<file path="src/rtl/rx_pkg.sv">
// Shared encodings for the PCIe RX path: datapath load commands, TLP kinds,
// receive FSM states and the OCP burst-sequence codes used by the datapath.
package rx_pkg;

    typedef enum logic [2:0] {
        CTL_IDLE  = 3'b000,
        CTL_H1    = 3'b001,
        CTL_H2    = 3'b010,
        CTL_DATA3 = 3'b011,
        CTL_DATA4 = 3'b100
    } reg_ctl_e;

    typedef enum logic [1:0] {
        OP_MRD  = 2'b00,
        OP_MWR  = 2'b01,
        OP_UNS2 = 2'b10,
        OP_UNS3 = 2'b11
    } optype_e;

    typedef enum logic [2:0] {
        ST_IDLE    = 3'd0,
        ST_HDR1    = 3'd1,
        ST_HDR2    = 3'd2,
        ST_WR_DATA = 3'd3,
        ST_WR_LAST = 3'd4,
        ST_RD_REQ  = 3'd5,
        ST_DROP    = 3'd6
    } state_e;

    typedef enum logic [2:0] {
        BSEQ_INCR  = 3'b000,
        BSEQ_DFLT1 = 3'b001,
        BSEQ_WRAP  = 3'b010,
        BSEQ_DFLT2 = 3'b011,
        BSEQ_XOR   = 3'b100,
        BSEQ_STRM  = 3'b101,
        BSEQ_UNKN  = 3'b110,
        BSEQ_BLCK  = 3'b111
    } burst_seq_e;

endpackage

</file>
<file path="src/rtl/rx_tlp_fsm_if.sv">
// Handshake bundle between the PCIe RX AXI-stream, the completion-header
// FIFO, the OCP master and the receive control FSM.
interface rx_tlp_fsm_if #(
    parameter int keep_width = 8
);
    logic                  rx_valid;
    logic [keep_width-1:0] rx_keep;
    logic                  rx_last;
    logic                  rx_ready;
    logic                  tx_header_fifo_ready;
    logic                  tx_header_fifo_valid;
    logic                  ocp_ready;
    logic [1:0]            optype;
    logic [2:0]            ocp_reg_ctl;
    logic                  read_request;
    logic                  write_request;

    // Environment side: PCIe core, header FIFO, OCP slave and datapath decode
    modport master (
        output rx_valid, rx_keep, rx_last, tx_header_fifo_ready, ocp_ready, optype,
        input  rx_ready, tx_header_fifo_valid, ocp_reg_ctl, read_request, write_request
    );

    modport slave (
        input  rx_valid, rx_keep, rx_last, tx_header_fifo_ready, ocp_ready, optype,
        output rx_ready, tx_header_fifo_valid, ocp_reg_ctl, read_request, write_request
    );
endinterface

</file>
<file path="src/rtl/rx_tlp_fsm.sv">
// Receive-path control FSM: steps 3-DW MRd/MWr TLP beats into the datapath
// registers, paces rx_ready and issues OCP read/write requests.
module rx_tlp_fsm
    import rx_pkg::*;
(
    input  logic        rx_clk,
    input  logic        rx_reset,
    rx_tlp_fsm_if.slave bus
);

    state_e   r_state;
    optype_e  r_op_q;
    logic     r_rd_done;
    logic     r_hdr_done;

    logic     w_rx_ready;
    logic     w_hdr_valid;
    logic     w_rd_req;
    logic     w_wr_req;
    reg_ctl_e w_ctl;
    logic     w_accept;
    logic     w_rd_fin;
    logic     w_hdr_fin;

    // Outputs are combinational so handshakes see zero latency; rx_ready never
    // looks at rx_valid.
    always_comb begin
        w_rx_ready  = 1'b0;
        w_ctl       = CTL_IDLE;
        w_rd_req    = 1'b0;
        w_wr_req    = 1'b0;
        w_hdr_valid = 1'b0;
        case (r_state)
            ST_HDR1: begin
                w_rx_ready = 1'b1;
                w_ctl      = CTL_H1;
            end
            ST_HDR2: begin
                w_rx_ready = 1'b1;
                w_ctl      = CTL_H2;
            end
            ST_WR_DATA: begin
                w_rx_ready = bus.ocp_ready;
                w_ctl      = (bus.rx_valid && bus.rx_last) ? CTL_DATA4 : CTL_DATA3;
                w_wr_req   = bus.rx_valid & bus.ocp_ready;
            end
            ST_WR_LAST: begin
                w_wr_req = 1'b1;
            end
            ST_RD_REQ: begin
                w_rd_req    = ~r_rd_done;
                w_hdr_valid = ~r_hdr_done;
            end
            ST_DROP: begin
                w_rx_ready = 1'b1;
            end
            default: ;
        endcase
        if (rx_reset) begin
            w_rx_ready  = 1'b0;
            w_ctl       = CTL_IDLE;
            w_rd_req    = 1'b0;
            w_wr_req    = 1'b0;
            w_hdr_valid = 1'b0;
        end
    end

    assign w_accept  = bus.rx_valid & w_rx_ready;
    assign w_rd_fin  = r_rd_done  | bus.ocp_ready;
    assign w_hdr_fin = r_hdr_done | bus.tx_header_fifo_ready;

    always_ff @(posedge rx_clk) begin
        if (rx_reset) begin
            r_state    <= ST_IDLE;
            r_op_q     <= OP_MRD;
            r_rd_done  <= 1'b0;
            r_hdr_done <= 1'b0;
        end else begin
            case (r_state)
                ST_IDLE: r_state <= ST_HDR1;
                ST_HDR1: begin
                    if (w_accept) begin
                        r_op_q <= optype_e'(bus.optype);
                        if (bus.rx_last)
                            r_state <= ST_HDR1;
                        else if (!(&bus.rx_keep))
                            r_state <= ST_DROP;
                        else
                            r_state <= ST_HDR2;
                    end
                end
                // Decision uses the kind latched from DW0 on the first header beat
                ST_HDR2: begin
                    if (w_accept) begin
                        case (r_op_q)
                            OP_MRD:  r_state <= bus.rx_last ? ST_RD_REQ  : ST_DROP;
                            OP_MWR:  r_state <= bus.rx_last ? ST_WR_LAST : ST_WR_DATA;
                            default: r_state <= bus.rx_last ? ST_HDR1    : ST_DROP;
                        endcase
                    end
                end
                ST_WR_DATA: begin
                    if (w_accept && bus.rx_last)
                        r_state <= ST_WR_LAST;
                end
                ST_WR_LAST: begin
                    if (bus.ocp_ready)
                        r_state <= ST_HDR1;
                end
                ST_RD_REQ: begin
                    if (w_rd_fin && w_hdr_fin) begin
                        r_state    <= ST_HDR1;
                        r_rd_done  <= 1'b0;
                        r_hdr_done <= 1'b0;
                    end else begin
                        r_rd_done  <= w_rd_fin;
                        r_hdr_done <= w_hdr_fin;
                    end
                end
                ST_DROP: begin
                    if (w_accept && bus.rx_last)
                        r_state <= ST_HDR1;
                end
                default: r_state <= ST_IDLE;
            endcase
        end
    end

    assign bus.rx_ready             = w_rx_ready;
    assign bus.ocp_reg_ctl          = w_ctl;
    assign bus.read_request         = w_rd_req;
    assign bus.write_request        = w_wr_req;
    assign bus.tx_header_fifo_valid = w_hdr_valid;

endmodule

</file>
<file path="src/flat_wrapper.sv">
// flat-port wrapper written by rule: the top's interface ports become plain ports
module rx_tlp_fsm_flat import rx_pkg::*;
  (rx_clk, rx_reset, bus_rx_valid, bus_rx_keep, bus_rx_last, bus_tx_header_fifo_ready, bus_ocp_ready, bus_optype, bus_rx_ready, bus_tx_header_fifo_valid, bus_ocp_reg_ctl, bus_read_request, bus_write_request);
  rx_tlp_fsm_if #(.keep_width(8)) bus_i ();
  input  logic rx_clk;
  input  logic rx_reset;
  input wire logic [$bits(bus_i.rx_valid)-1:0] bus_rx_valid;
  input wire logic [$bits(bus_i.rx_keep)-1:0] bus_rx_keep;
  input wire logic [$bits(bus_i.rx_last)-1:0] bus_rx_last;
  input wire logic [$bits(bus_i.tx_header_fifo_ready)-1:0] bus_tx_header_fifo_ready;
  input wire logic [$bits(bus_i.ocp_ready)-1:0] bus_ocp_ready;
  input wire logic [$bits(bus_i.optype)-1:0] bus_optype;
  output wire logic [$bits(bus_i.rx_ready)-1:0] bus_rx_ready;
  output wire logic [$bits(bus_i.tx_header_fifo_valid)-1:0] bus_tx_header_fifo_valid;
  output wire logic [$bits(bus_i.ocp_reg_ctl)-1:0] bus_ocp_reg_ctl;
  output wire logic [$bits(bus_i.read_request)-1:0] bus_read_request;
  output wire logic [$bits(bus_i.write_request)-1:0] bus_write_request;
  assign bus_i.rx_valid = bus_rx_valid;
  assign bus_i.rx_keep = bus_rx_keep;
  assign bus_i.rx_last = bus_rx_last;
  assign bus_i.tx_header_fifo_ready = bus_tx_header_fifo_ready;
  assign bus_i.ocp_ready = bus_ocp_ready;
  assign bus_i.optype = bus_optype;
  assign bus_rx_ready = bus_i.rx_ready;
  assign bus_tx_header_fifo_valid = bus_i.tx_header_fifo_valid;
  assign bus_ocp_reg_ctl = bus_i.ocp_reg_ctl;
  assign bus_read_request = bus_i.read_request;
  assign bus_write_request = bus_i.write_request;
  rx_tlp_fsm u_core (.rx_clk(rx_clk), .rx_reset(rx_reset), .bus(bus_i));
endmodule
</file>
<file path="config.mk">
export PLATFORM = sky130hd
export DESIGN_NAME = rx_tlp_fsm_flat
export DESIGN_NICKNAME = d
export VERILOG_FILES = /design/src/rtl/rx_pkg.sv /design/src/rtl/rx_tlp_fsm_if.sv /design/src/rtl/rx_tlp_fsm.sv /design/src/flat_wrapper.sv
export SDC_FILE = /design/constraint.sdc
export NUM_CORES = 1
export LEC_CHECK = 0
export ABC_AREA = 1
export CORE_MARGIN = 3
export CORE_UTILIZATION = 38
export DETAILED_ROUTE_END_ITERATION = 10
export PLACE_DENSITY_LB_ADDON = 0.12
export SYNTH_ARGS = -nofsm -noshare
export SYNTH_HDL_FRONTEND = slang
export SYNTH_SLANG_ARGS = --single-unit
</file>
<file path="constraint.sdc">
create_clock -name rx_clk -period 1.2 [get_ports rx_clk]
set_clock_uncertainty 0.2 [all_clocks]
set_input_delay 0.18 -clock rx_clk [delete_from_list [all_inputs] [get_ports rx_clk]]
set_output_delay 0.18 -clock rx_clk [all_outputs]
set_load 0.05 [all_outputs]
</file>
[Word level (Yosys, flattened, before mapping)]
Index checks and enable logic that the tools add are counted.
Storage, ports and cells
  output and inout bits: 7
  register bits: 7
Cells by class
  muxes and demuxes: 26
  reductions and logical operators: 9
  bitwise gates (word level): 6
  eq/ne operators: 13
Operator list (number)
  $mux W3: 12
  $pmux W3 S7: 1
  $ne A2 B1 Y1 const B: 5
  $eq A3 B3 Y1 const B: 3
  $pmux W3 S3: 1
  $mux W1: 8
  $reduce_and A8 Y1: 1
  $eq A3 B2 Y1 const B: 2
  $pmux W3 S2: 1
  $reduce_and A6 Y1: 1
  $pmux W1 S2: 2
  $eq A3 B1 Y1 const B: 1
  $logic_and A1 B1 Y1: 3
  $logic_not A3 Y1: 1
  $reduce_or A3 Y1: 1
  $and A1 B1 Y1: 2
  $eq A2 B1 Y1 const B: 1
  $logic_not A2 Y1: 1
  $mux W2: 1
  $ne A2 B2 Y1 const B: 1
  $not A1 Y1: 2
  $or A1 B1 Y1: 2
  $reduce_and A2 Y1: 1

[Depth between registers and ports, before layout]
  depth after elaboration: 8
  mapped depth: 10
  mapped depth without buffers: 10

[Worst setup path after synthesis]
Ideal clock, no wire load.
  path kind: flip-flop to output port
  start: register u_core.r_state[1]
  end: output port bus_read_request
  required time: 820 ps
  stages on the path, launching flop included: 5
  path slack: -973 ps
  path buffers: 1
  data arrival time: 1793 ps
  cell sequence: dfxtp_1 buf_2 nor3_4 inv_1 nor3_1
Between the ends
  word-level cells in the longest chain between the ends: 3
Ends and longest elaborated chain
  start, declared: line rx_tlp_fsm.sv:11  | state_e r_state;
  start signal, assigned: line rx_tlp_fsm.sv:96  | OP_MRD: r_state <= bus.rx_last ? ST_RD_REQ : ST_DROP;
  start signal, assigned: line rx_tlp_fsm.sv:97  | OP_MWR: r_state <= bus.rx_last ? ST_WR_LAST : ST_WR_DATA;
  start signal, assigned: line rx_tlp_fsm.sv:98  | default: r_state <= bus.rx_last ? ST_HDR1 : ST_DROP;
  $eq A3 B3 Y1: line rx_tlp_fsm.sv:33  | case (r_state)
  $mux W1: line rx_tlp_fsm.sv:33
  $mux W1: line rx_tlp_fsm.sv:59  | if (rx_reset) begin
  end, declared: line flat_wrapper.sv:16  | output wire logic [$bits(bus_i.read_request)-1:0] bus_read_request;
Every way passes these cells.

[Worst setup path after layout]
  start: register u_core.r_state[2]
  end: output port bus_read_request
Same word-level chain as after synthesis.

==> metrics.yaml <==
final_common_cell: "buf_4"
grt_max_degree: 9
yosysSeqAreaShare_pct: 22.8
setup_violations: 14
clock_sinks: 7
cp.arrival_ns: 1.39
detail_route.iter0.violations: 40
max_freq_mhz: 566
cts_tree: "yes"
netlist_area_um2: 616
comb_power_share_pct: 74.5
dr.pass1.iters: 6
total_power_mw: 2.27
drcViolationCount: 0
core_um2: 1420
relSlewSlack_pct: 84.0
period_needed_ns: 1.77
ys_warn_count: 0
wl_per_cell_um: 18.3
clkPwrFrac_pct: 9.2
clockBufferDepth: 2
grt_pass1_vias: 973
grt_usage_pct: 30.7
leakagePower_nw: 0.559
crit_family: "simple AND/OR/NAND/NOR gates"
ios: 23
grt_overflow: 0
crit_chain: "inv_4 > nor3_4 > inv_2 > nor3_4 > buf_12"
num-nets-final: 165
crit_top_cell: "nor3_4"
path_buf_inv: 3
htreeDepth: 1
layoutNonFillerInstCount: 163
cts_buffers: 3
avgSynthCellArea_um2: 6.22
tightest_slew_ns: 0.239
dp_slack_ns: -0.554
cts_root_buf: "clkbuf_4"
ant_nets: 0
dp_hpwl_mm: 1.63
antenna_found_initial: 0
swShare_pct: 49.6
dieArea_um2: 2140
finalHoldViolations: 0
end_kind: "output pin"
p_int_mw: 1.14
slowest_stage: "dfxtp_4"
cp.required_ns: 0.82
start_util_pct: 43.5
drive_gt1_share_pct: 54.1
syn_inst: 99
vias_per_cell: 5.72
place_inst: 152
die_y_um: 46.3
num_antenna_cells: 0
fill_cells: 54
p_per_area_nw_per_um2: 1740
dr_total_vias: 933
startpoint_type: "flop"
grt_pass1_wl_mm: 4.50
setup_ws_ns: -0.566
switching_power_mw: 1.13
worstHoldPathType: "reg2reg"
die_w_um: 46.3
ys_seq_elements: 7
critical_path.max_fanout: 4
peakVddDrop_mv: 1.24
slew_violations: 0
routed_wl_mm: 2.98
clkLatencyLatePin_ns: 0.25
status: "finished, violations left"
num_rows: 13
area_delta_synth_final_pct: 112
port_buffers: 22
synthDistinctLibCells: 22
clk_pin_slew_worst_paths_ns: 0.05
rsz0062_at_grt: "yes"
synth_fp_nets: 115
cap_violations: 0
violations: "setup timing"
seqPwrFrac_pct: 16.3
mostFrequentLayoutCells: "buf_4 (24), nand2_1 (17), clkdlybuf4s50_1 (14)"
globalplace.congestion: 0.849
fin_crit_sh_pct: 147
critPathKind: "reg2out"
slowest_delay_ns: 0.38
==> metal layers <==
layer	part of all wire (%)	GRT usage, %	up-vias
met5	0	0	-
li1	-	-	417
met1	38	33.2	436
met4	5.2	23.9	0
met2	50	51.1	61
met3	6.7	6.64	19
==> state kept, by name, indices dropped and copies added, names as in the netlist <==
signal and flops:
u_core.r_hdr_done 1, u_core.r_op_q 2, u_core.r_rd_done 1, u_core.r_state 3
==> per-stage QoR <==
step                TNS, ns  hold slack [ns]  instance area (um2)  util, %
finish                -5.93            0.270                 1300     92.0
detailed placement    -6.26            0.260                 1160     81.9
floorplan             -2.81            0.133                  731        -
global route          -6.77            0.298                 1300     92.0
CTS                   -5.08            0.267                 1260     89.0
global placement      -5.78            0.252                 1160     81.9
==> kinds of logic (layout without fill, tap and decap cells) <==
family                 count (synthesis)  in the layout  share of synthesized area, %
AND/OR/NAND/NOR                       56             56                          51.0
flip-flops                             7              7                          22.8
AO/OA/AOI/OAI                         15             15                          12.6
buffers and inverters                 21             70                          13.6
==> worst reg2reg max path, stage by stage, from the launching register on <==
cell and delay, ns:
dfxtp_2 0.35, inv_4 0.06, nor2_4 0.12, buf_4 0.13
nand2_2 0.05, nand2_4 0.07, buf_4 0.12, nand3_2 0.08
nand2_4 0.08, nand3_4 0.12, nand2_2 0.08, inv_1 0.04
nor2_1 0.08
==> final cells by class <==
| cell class | count | area [um2] | area share, % |
|---|---|---|---|
| multi-input combinational | 71 | 544 | 41.8 |
| clock buffer | 4 | 26.3 | 2.02 |
| sequential | 7 | 149 | 11.4 |
| timing repair buffer | 47 | 480 | 36.9 |
| inverter | 19 | 83.8 | 6.44 |
| tap | 15 | 18.8 | 1.44 |
==> power by group through the flow <==
stage	Combinational [mW]	Clock [mW]	Sequential (mW)
global route	1.79	0.232	0.378
global placement	1.33	0	0.354
floorplan	0.934	0	0.331
finish	1.69	0.210	0.370
detailed placement	1.37	0	0.355
CTS	1.54	0.217	0.352
==> Yosys cell counts <==
| cell | number | area share [%] |
|---|---|---|
| nor2_2 | 2 | 2.0 |
| inv_2 | 4 | 2.4 |
| nand2_1 | 22 | 13 |
| inv_1 | 14 | 8.5 |
| nand3_4 | 1 | 2.8 |
| nor3_4 | 1 | 2.6 |
| dfxtp_1 | 7 | 23 |
| nand3_1 | 7 | 5.7 |
| nand2_4 | 2 | 3.7 |
| nor3_1 | 3 | 2.4 |
| buf_2 | 1 | 0.81 |
| nand2_2 | 5 | 5.1 |
| o21ai_1 | 4 | 3.3 |
| nand4_1 | 5 | 5.1 |
| nor2_4 | 1 | 1.8 |
| a21oi_1 | 7 | 5.7 |
| nand3_2 | 2 | 3.3 |
| clkbuf_2 | 1 | 0.81 |
| nor2_1 | 5 | 3.0 |
| o211ai_1 | 1 | 1.2 |
| o21ai_0 | 3 | 2.4 |
| inv_4 | 1 | 1.0 |
==> worst paths after layout <==
path                          start                 to  slack [ns]  cells past startpoint
hold reg to reg    u_core.r_op_q[0]   u_core.r_op_q[0]        0.27                      2
setup / recovery  u_core.r_state[2]   bus_read_request       -0.57                      5
setup reg to reg  u_core.r_state[0]  u_core.r_state[1]       -0.44                     12
hold / removal     u_core.r_op_q[0]   u_core.r_op_q[0]        0.27                      2
==> repair_timing <==
action	CTS	global route
pin swaps	7	6
resized for setup	14	7
buffers inserted	5	3
endpoints found under the setup margin	14	14
hold buffers	0	0
Note: power is estimated with default switching activity, not from simulation.
